File: src/rtl/prog_mem_pkg.sv
// ============================================================================
// Module   : prog_mem_pkg
// Brief    : Shared program-memory geometry and writer state encoding.
// Revision : 1.0 - initial release
// ============================================================================
`default_nettype none

package prog_mem_pkg;

    localparam int PROG_ADDR_W = 12;
    localparam int NIB_W       = 4;

    typedef enum logic [2:0] {
        IDLE = 3'd0,
        HI   = 3'd1,
        LO   = 3'd2,
        WR   = 3'd3,
        DONE = 3'd4
    } wr_state_t;

endpackage

`default_nettype wire

File: src/rtl/wr_addr_counter.sv
// ============================================================================
// Module   : wr_addr_counter
// Brief    : Loadable write-address counter with carry out at all-ones.
// Revision : 1.0 - initial release
// ============================================================================
`default_nettype none

module wr_addr_counter #(
    parameter int ADDR_W = 12
) (
    input  logic              clk,
    input  logic              reset,
    input  logic              i_load,
    input  logic [ADDR_W-1:0] i_load_val,
    input  logic              i_en,
    output logic [ADDR_W-1:0] o_count,
    output logic              o_carry
);

    logic [ADDR_W-1:0] r_count;

    always_ff @(posedge clk) begin
        if (reset) begin
            r_count <= '0;
        end else if (i_load) begin
            r_count <= i_load_val;
        end else if (i_en) begin
            r_count <= r_count + ADDR_W'(1);
        end
    end

    // Carry marks the increment that rolls the address over to zero.
    assign o_carry = i_en & (&r_count);
    assign o_count = r_count;

endmodule

`default_nettype wire

File: src/rtl/program_writer.sv
// ============================================================================
// Module   : program_writer
// Brief    : Packs instr/oprnd nibble pairs into bytes and writes them to
//            consecutive program memory addresses from a loadable base.
// Revision : 1.0 - initial release
// ============================================================================
`default_nettype none

module program_writer
    import prog_mem_pkg::*;
#(
    parameter int ADDR_W = prog_mem_pkg::PROG_ADDR_W,
    parameter int NIB_W  = prog_mem_pkg::NIB_W
) (
    input  logic                clk,
    input  logic                reset,
    input  logic                start,
    input  logic                abort,
    input  logic [ADDR_W-1:0]   base_addr,
    input  logic [ADDR_W-1:0]   byte_count,
    input  logic                nib_valid,
    input  logic [NIB_W-1:0]    nib_data,
    output logic                nib_ready,
    output logic                mem_we,
    output logic [ADDR_W-1:0]   mem_addr,
    output logic [2*NIB_W-1:0]  mem_wdata,
    output logic                busy,
    output logic                done,
    output logic                wrapped
);

    wr_state_t           r_state;
    wr_state_t           w_next;
    logic                w_ready;
    logic                w_xfer;
    logic                w_begin;
    logic [NIB_W-1:0]    r_hi;
    logic [ADDR_W-1:0]   r_remaining;
    logic                r_mem_we;
    logic [ADDR_W-1:0]   r_mem_addr;
    logic [2*NIB_W-1:0]  r_mem_wdata;
    logic                r_wrapped;
    logic [ADDR_W-1:0]   w_addr;
    logic                w_carry;

    assign w_begin = (r_state == IDLE) & start;
    assign w_xfer  = nib_valid & w_ready;

    wr_addr_counter #(
        .ADDR_W (ADDR_W)
    ) u_addr (
        .clk        (clk),
        .reset      (reset),
        .i_load     (w_begin),
        .i_load_val (base_addr),
        .i_en       (r_state == WR),
        .o_count    (w_addr),
        .o_carry    (w_carry)
    );

    always_ff @(posedge clk) begin
        if (reset) begin
            r_state <= IDLE;
        end else begin
            r_state <= w_next;
        end
    end

    // Abort outranks any transfer, so ready drops in the aborting cycle.
    always_comb begin
        w_next  = r_state;
        w_ready = 1'b0;
        case (r_state)
            IDLE: begin
                if (start) w_next = HI;
            end
            HI: begin
                w_ready = ~abort;
                if (abort)          w_next = IDLE;
                else if (nib_valid) w_next = LO;
            end
            LO: begin
                w_ready = ~abort;
                if (abort)          w_next = IDLE;
                else if (nib_valid) w_next = WR;
            end
            WR: begin
                if (abort)                            w_next = IDLE;
                else if (r_remaining == ADDR_W'(1))   w_next = DONE;
                else                                  w_next = HI;
            end
            DONE: begin
                w_next = IDLE;
            end
            default: begin
                w_next = IDLE;
            end
        endcase
    end

    always_ff @(posedge clk) begin
        if (reset) begin
            r_hi        <= '0;
            r_remaining <= '0;
            r_mem_we    <= 1'b0;
            r_mem_addr  <= '0;
            r_mem_wdata <= '0;
            r_wrapped   <= 1'b0;
        end else begin
            r_mem_we <= (r_state == LO) & w_xfer;
            if ((r_state == HI) && w_xfer) begin
                r_hi <= nib_data;
            end
            if ((r_state == LO) && w_xfer) begin
                r_mem_addr  <= w_addr;
                r_mem_wdata <= {r_hi, nib_data};
            end
            // A count of zero wraps on the first decrement: full-memory session.
            if (w_begin) begin
                r_remaining <= byte_count;
            end else if (r_state == WR) begin
                r_remaining <= r_remaining - ADDR_W'(1);
            end
            if (w_begin) begin
                r_wrapped <= 1'b0;
            end else if (w_carry) begin
                r_wrapped <= 1'b1;
            end
        end
    end

    assign nib_ready = w_ready;
    assign mem_we    = r_mem_we;
    assign mem_addr  = r_mem_addr;
    assign mem_wdata = r_mem_wdata;
    assign busy      = (r_state != IDLE);
    assign done      = (r_state == DONE);
    assign wrapped   = r_wrapped;

endmodule

`default_nettype wire

File: config.mk
export PLATFORM = sky130hd
export DESIGN_NAME = program_writer
export DESIGN_NICKNAME = d
export VERILOG_FILES = /design/src/rtl/prog_mem_pkg.sv /design/src/rtl/wr_addr_counter.sv /design/src/rtl/program_writer.sv
export SDC_FILE = /design/constraint.sdc
export NUM_CORES = 1
export LEC_CHECK = 0
export ABC_AREA = 1
export BUFFER_PORTS_ARGS = -buffer_cell sky130_fd_sc_hd__buf_2
export CAP_MARGIN = 20
export CORE_MARGIN = 5
export CORE_UTILIZATION = 26
export DETAILED_ROUTE_END_ITERATION = 7
export HOLD_SLACK_MARGIN = 0.12
export PLACE_DENSITY = 0.56
export SETUP_SLACK_MARGIN = 0.05
export SYNTH_ARGS = -nofsm -noshare
export SYNTH_HDL_FRONTEND = slang
export SYNTH_SLANG_ARGS = --single-unit
File: constraint.sdc
create_clock -name clk -period 3.5 [get_ports clk]
set_clock_uncertainty 0.1 [all_clocks]
set_input_delay 0.7 -clock clk [delete_from_list [all_inputs] [get_ports clk]]
set_output_delay 0.7 -clock clk [all_outputs]
set_load 0.02 [all_outputs]
==> metrics.md <==
| Metric | Value |
|---|---|
| Outcome | `complete, no violations` |
| Via count | `2622` |
| Share of post-route cells with drive strength above 1 | `0.174` |
| Yosys warns | `0` |
| Worst VDD drop | `between 0.15 and 0.2 mV` |
| Sw power | `405 uW` |
| Sequential share of power | `0.520` |
| Startpoint types | `register` |
| Hold_buf cts | `0` |
| Setup TNS | `0 ns` |
| Drt wl/cell | `12.0 um` |
| I/O Pins | `58` |
| H-tree depth | `2` |
| Vias per cell | `4.49` |
| HP Class | `reg2reg` |
| RSZ-0062 raised after global routing | `no` |
| Synthesis-to-finish area growth | `17.1%` |
| Clock Path Buffers | `2` |
| Actual slew at the worst max-slew pin | `0.774 ns` |
| Clk pwr share | `0.271` |
| Number of iterations in the first detailed-routing pass | `4` |
| DP HPWL | `5210 um` |
| Setup violations, final | `0` |
| Sink Count | `53` |
| Drt initial violations | `110` |
| I/O Buffers | `57` |
| Root buf cell | `clkbuf_8` |
| DRC | `0` |
| Pwr Density | `413 nW/um2` |
| Max-slew headroom | `0.484` |
| Setup CP Type | `reg2out` |
| Comb pwr share | `0.209` |
| Max FO, Critical Path | `4` |
| Global-route wire length before repair | `between 10000 and 15000 um` |
| Fin cells | `584` |
| Mapped Area | `2680 um2` |
| Rows | `37` |
| Yosys cell types | `25` |
| Vias in the first global route | `2527` |
| Final net count | `484` |
| Final Hold Fails | `0` |
| Later-pin clock latency in the skew report | `0.30 ns` |
| Resized cells post-CTS | `0` |
| P_leak | `between 0.001 and 0.0015 uW` |
| Tot GR Track Use | `0.112` |
| Grt ovf | `0` |
| Worst Path Arrival | `approximately 1.4 ns` |
| Sequential fraction of the synthesis area | `0.397` |
| Syn Inst Count | `approximately 400` |
| # Post-CTS Setup Buffers | `0` |
| Die X | `111 um` |
| Final-report max-slew violation count | `0` |
| Mapped Nets | `435` |
| Core Box Area | `10200 um2` |
| Initial Utilization | `0.263` |
| Period utilisation layout | `0.618` |
| Largest net degree at the start of global routing | `42` |
| Fmax | `about 0.46 GHz` |
| Switching fraction of total power | `0.313` |
| # diodes | `0` |
| WHS | `0.343 ns` |
| Initial antenna violation count | `0` |
| Required @ worst endpoint | `2.70 ns` |
| CP Capture Type | `primary output` |
| Post-Syn Area per Cell | `6.70 um2` |
| Die area | `12400 um2` |
| Int Pwr | `just under 900 uW` |
| Area after DPL | `3040 um2` |
| CTS tree | `built` |
| GP Congestion | `~0.84` |
| Final min period | `2.16 ns` |
| Max Cap Violations | `0` |
| Seq cells post-synth | `53` |
| Post-route cell area | `about 3100 um2` |
| Power Total | `1290 uW` |
| CTS clk-pin slew, worst paths | `0.09 ns` |
| Placed cell count | `577` |
| Inserted Clock Buffers | `5` |
| Antenna Nets Post-Route | `0` |
| Chip height | `111 um` |
| WL final | `6990 um` |
state kept, by name, summed over array words and instances, names as in the netlist:
| signal | flops |
|---|---|
| wrapped | 1 |
| mem_wdata | 8 |
| r_remaining | 12 |
| r_hi | 4 |
| u_addr.o_count | 12 |
| mem_we | 1 |
| mem_addr | 12 |
| r_state | 3 |
synth_stat cells:
master	count	area, um2
or2_1	1	6.26
nand2_2	1	6.26
nand4_1	7	43.8
buf_4	2	15.0
inv_2	4	15.0
nor2_4	1	11.3
o21ai_0	34	170
buf_6	4	45.0
o21ai_2	2	17.5
a21oi_1	32	160
clkbuf_1	9	33.8
or2_2	2	12.5
dfxtp_1	53	1060
nand3_2	1	10.0
xnor2_1	2	17.5
nand2_1	73	274
ha_1	3	37.5
nor3_1	9	45.0
o211ai_1	6	45.0
buf_2	2	10.0
inv_1	56	210
nor2_1	47	176
a31oi_1	8	50.1
nand3_1	39	195
nor2_2	1	6.26
cells in the final DEF, fill, tap and decap left out, types with 7 or more instances in the layout:
master / instances
nand4_1: 7
nand3_1: 39
a21oi_1: 32
nor3_1: 9
nand2_1: 73
o21ai_0: 34
nor2_1: 47
inv_1: 56
buf_2: 57
dfxtp_1: 53
a31oi_1: 8
routing by layer:
layer	wire, um	global-route usage	vias to the layer above
met5	0	0	-
met4	57	0.0284	0
met3	378	0.0299	4
met2	3240	0.189	55
met1	3320	0.143	1174
li1	-	-	1389
critical path: stages, from the launching register on:
cell	delay [ns]
dfxtp_1	0.39
inv_1	0.07
nor2_1	0.16
nand3_1	0.15
o21ai_2	0.11
buf_2	0.19
final timing paths:
check                      startpoint                     endpoint  slack (ns)  depth (start not counted)
max           r_state[1]$_SDFFE_PP0P_                    nib_ready        1.34                          5
min          mem_addr[9]$_SDFFE_PP0P_     mem_addr[9]$_SDFFE_PP0P_        0.34                          2
max reg2reg   r_state[0]$_SDFFE_PP0P_  r_remaining[8]$_SDFFE_PP0P_        1.44                          8
min reg2reg  mem_addr[9]$_SDFFE_PP0P_     mem_addr[9]$_SDFFE_PP0P_        0.34                          2
metrics by stage:
stage,setup WS [ns],util
6_report,1.34,0.307
5_1_grt,1.18,0.307
4_1_cts,1.32,0.307
3_5_place_dp,1.28,0.299
3_3_place_gp,1.26,0.299
2_1_floorplan,1.69,-
layout make-up:
type	count	area (um2)
repair buffers	59	300
inverters	60	225
flip-flops and latches	53	1060
clock inverters	1	7.51
multi-input cells	269	1280
well taps	136	170
clock buffers	6	82.6
fillers	1167	7050
cells by family (layout without fill, tap and decap cells):
group | count (synthesis) | count (layout) | share of synthesized area
flops | 53 | 53 | 0.397
fa+ha+maj | 3 | 3 | 0.0140
compound gates | 82 | 82 | 0.166
simple gates | 182 | 182 | 0.294
xor+xnor | 2 | 2 | 0.00655
buf+inv | 77 | 126 | 0.123
power groups by stage:
stage,Combinational (uW),Sequential [uW],Clock [uW]
3_3_place_gp,269,686,0
6_report,270,673,351
5_1_grt,314,679,388
4_1_cts,272,673,368
3_5_place_dp,272,687,0
2_1_floorplan,206,681,0
(Power assumes the default switching activity.)
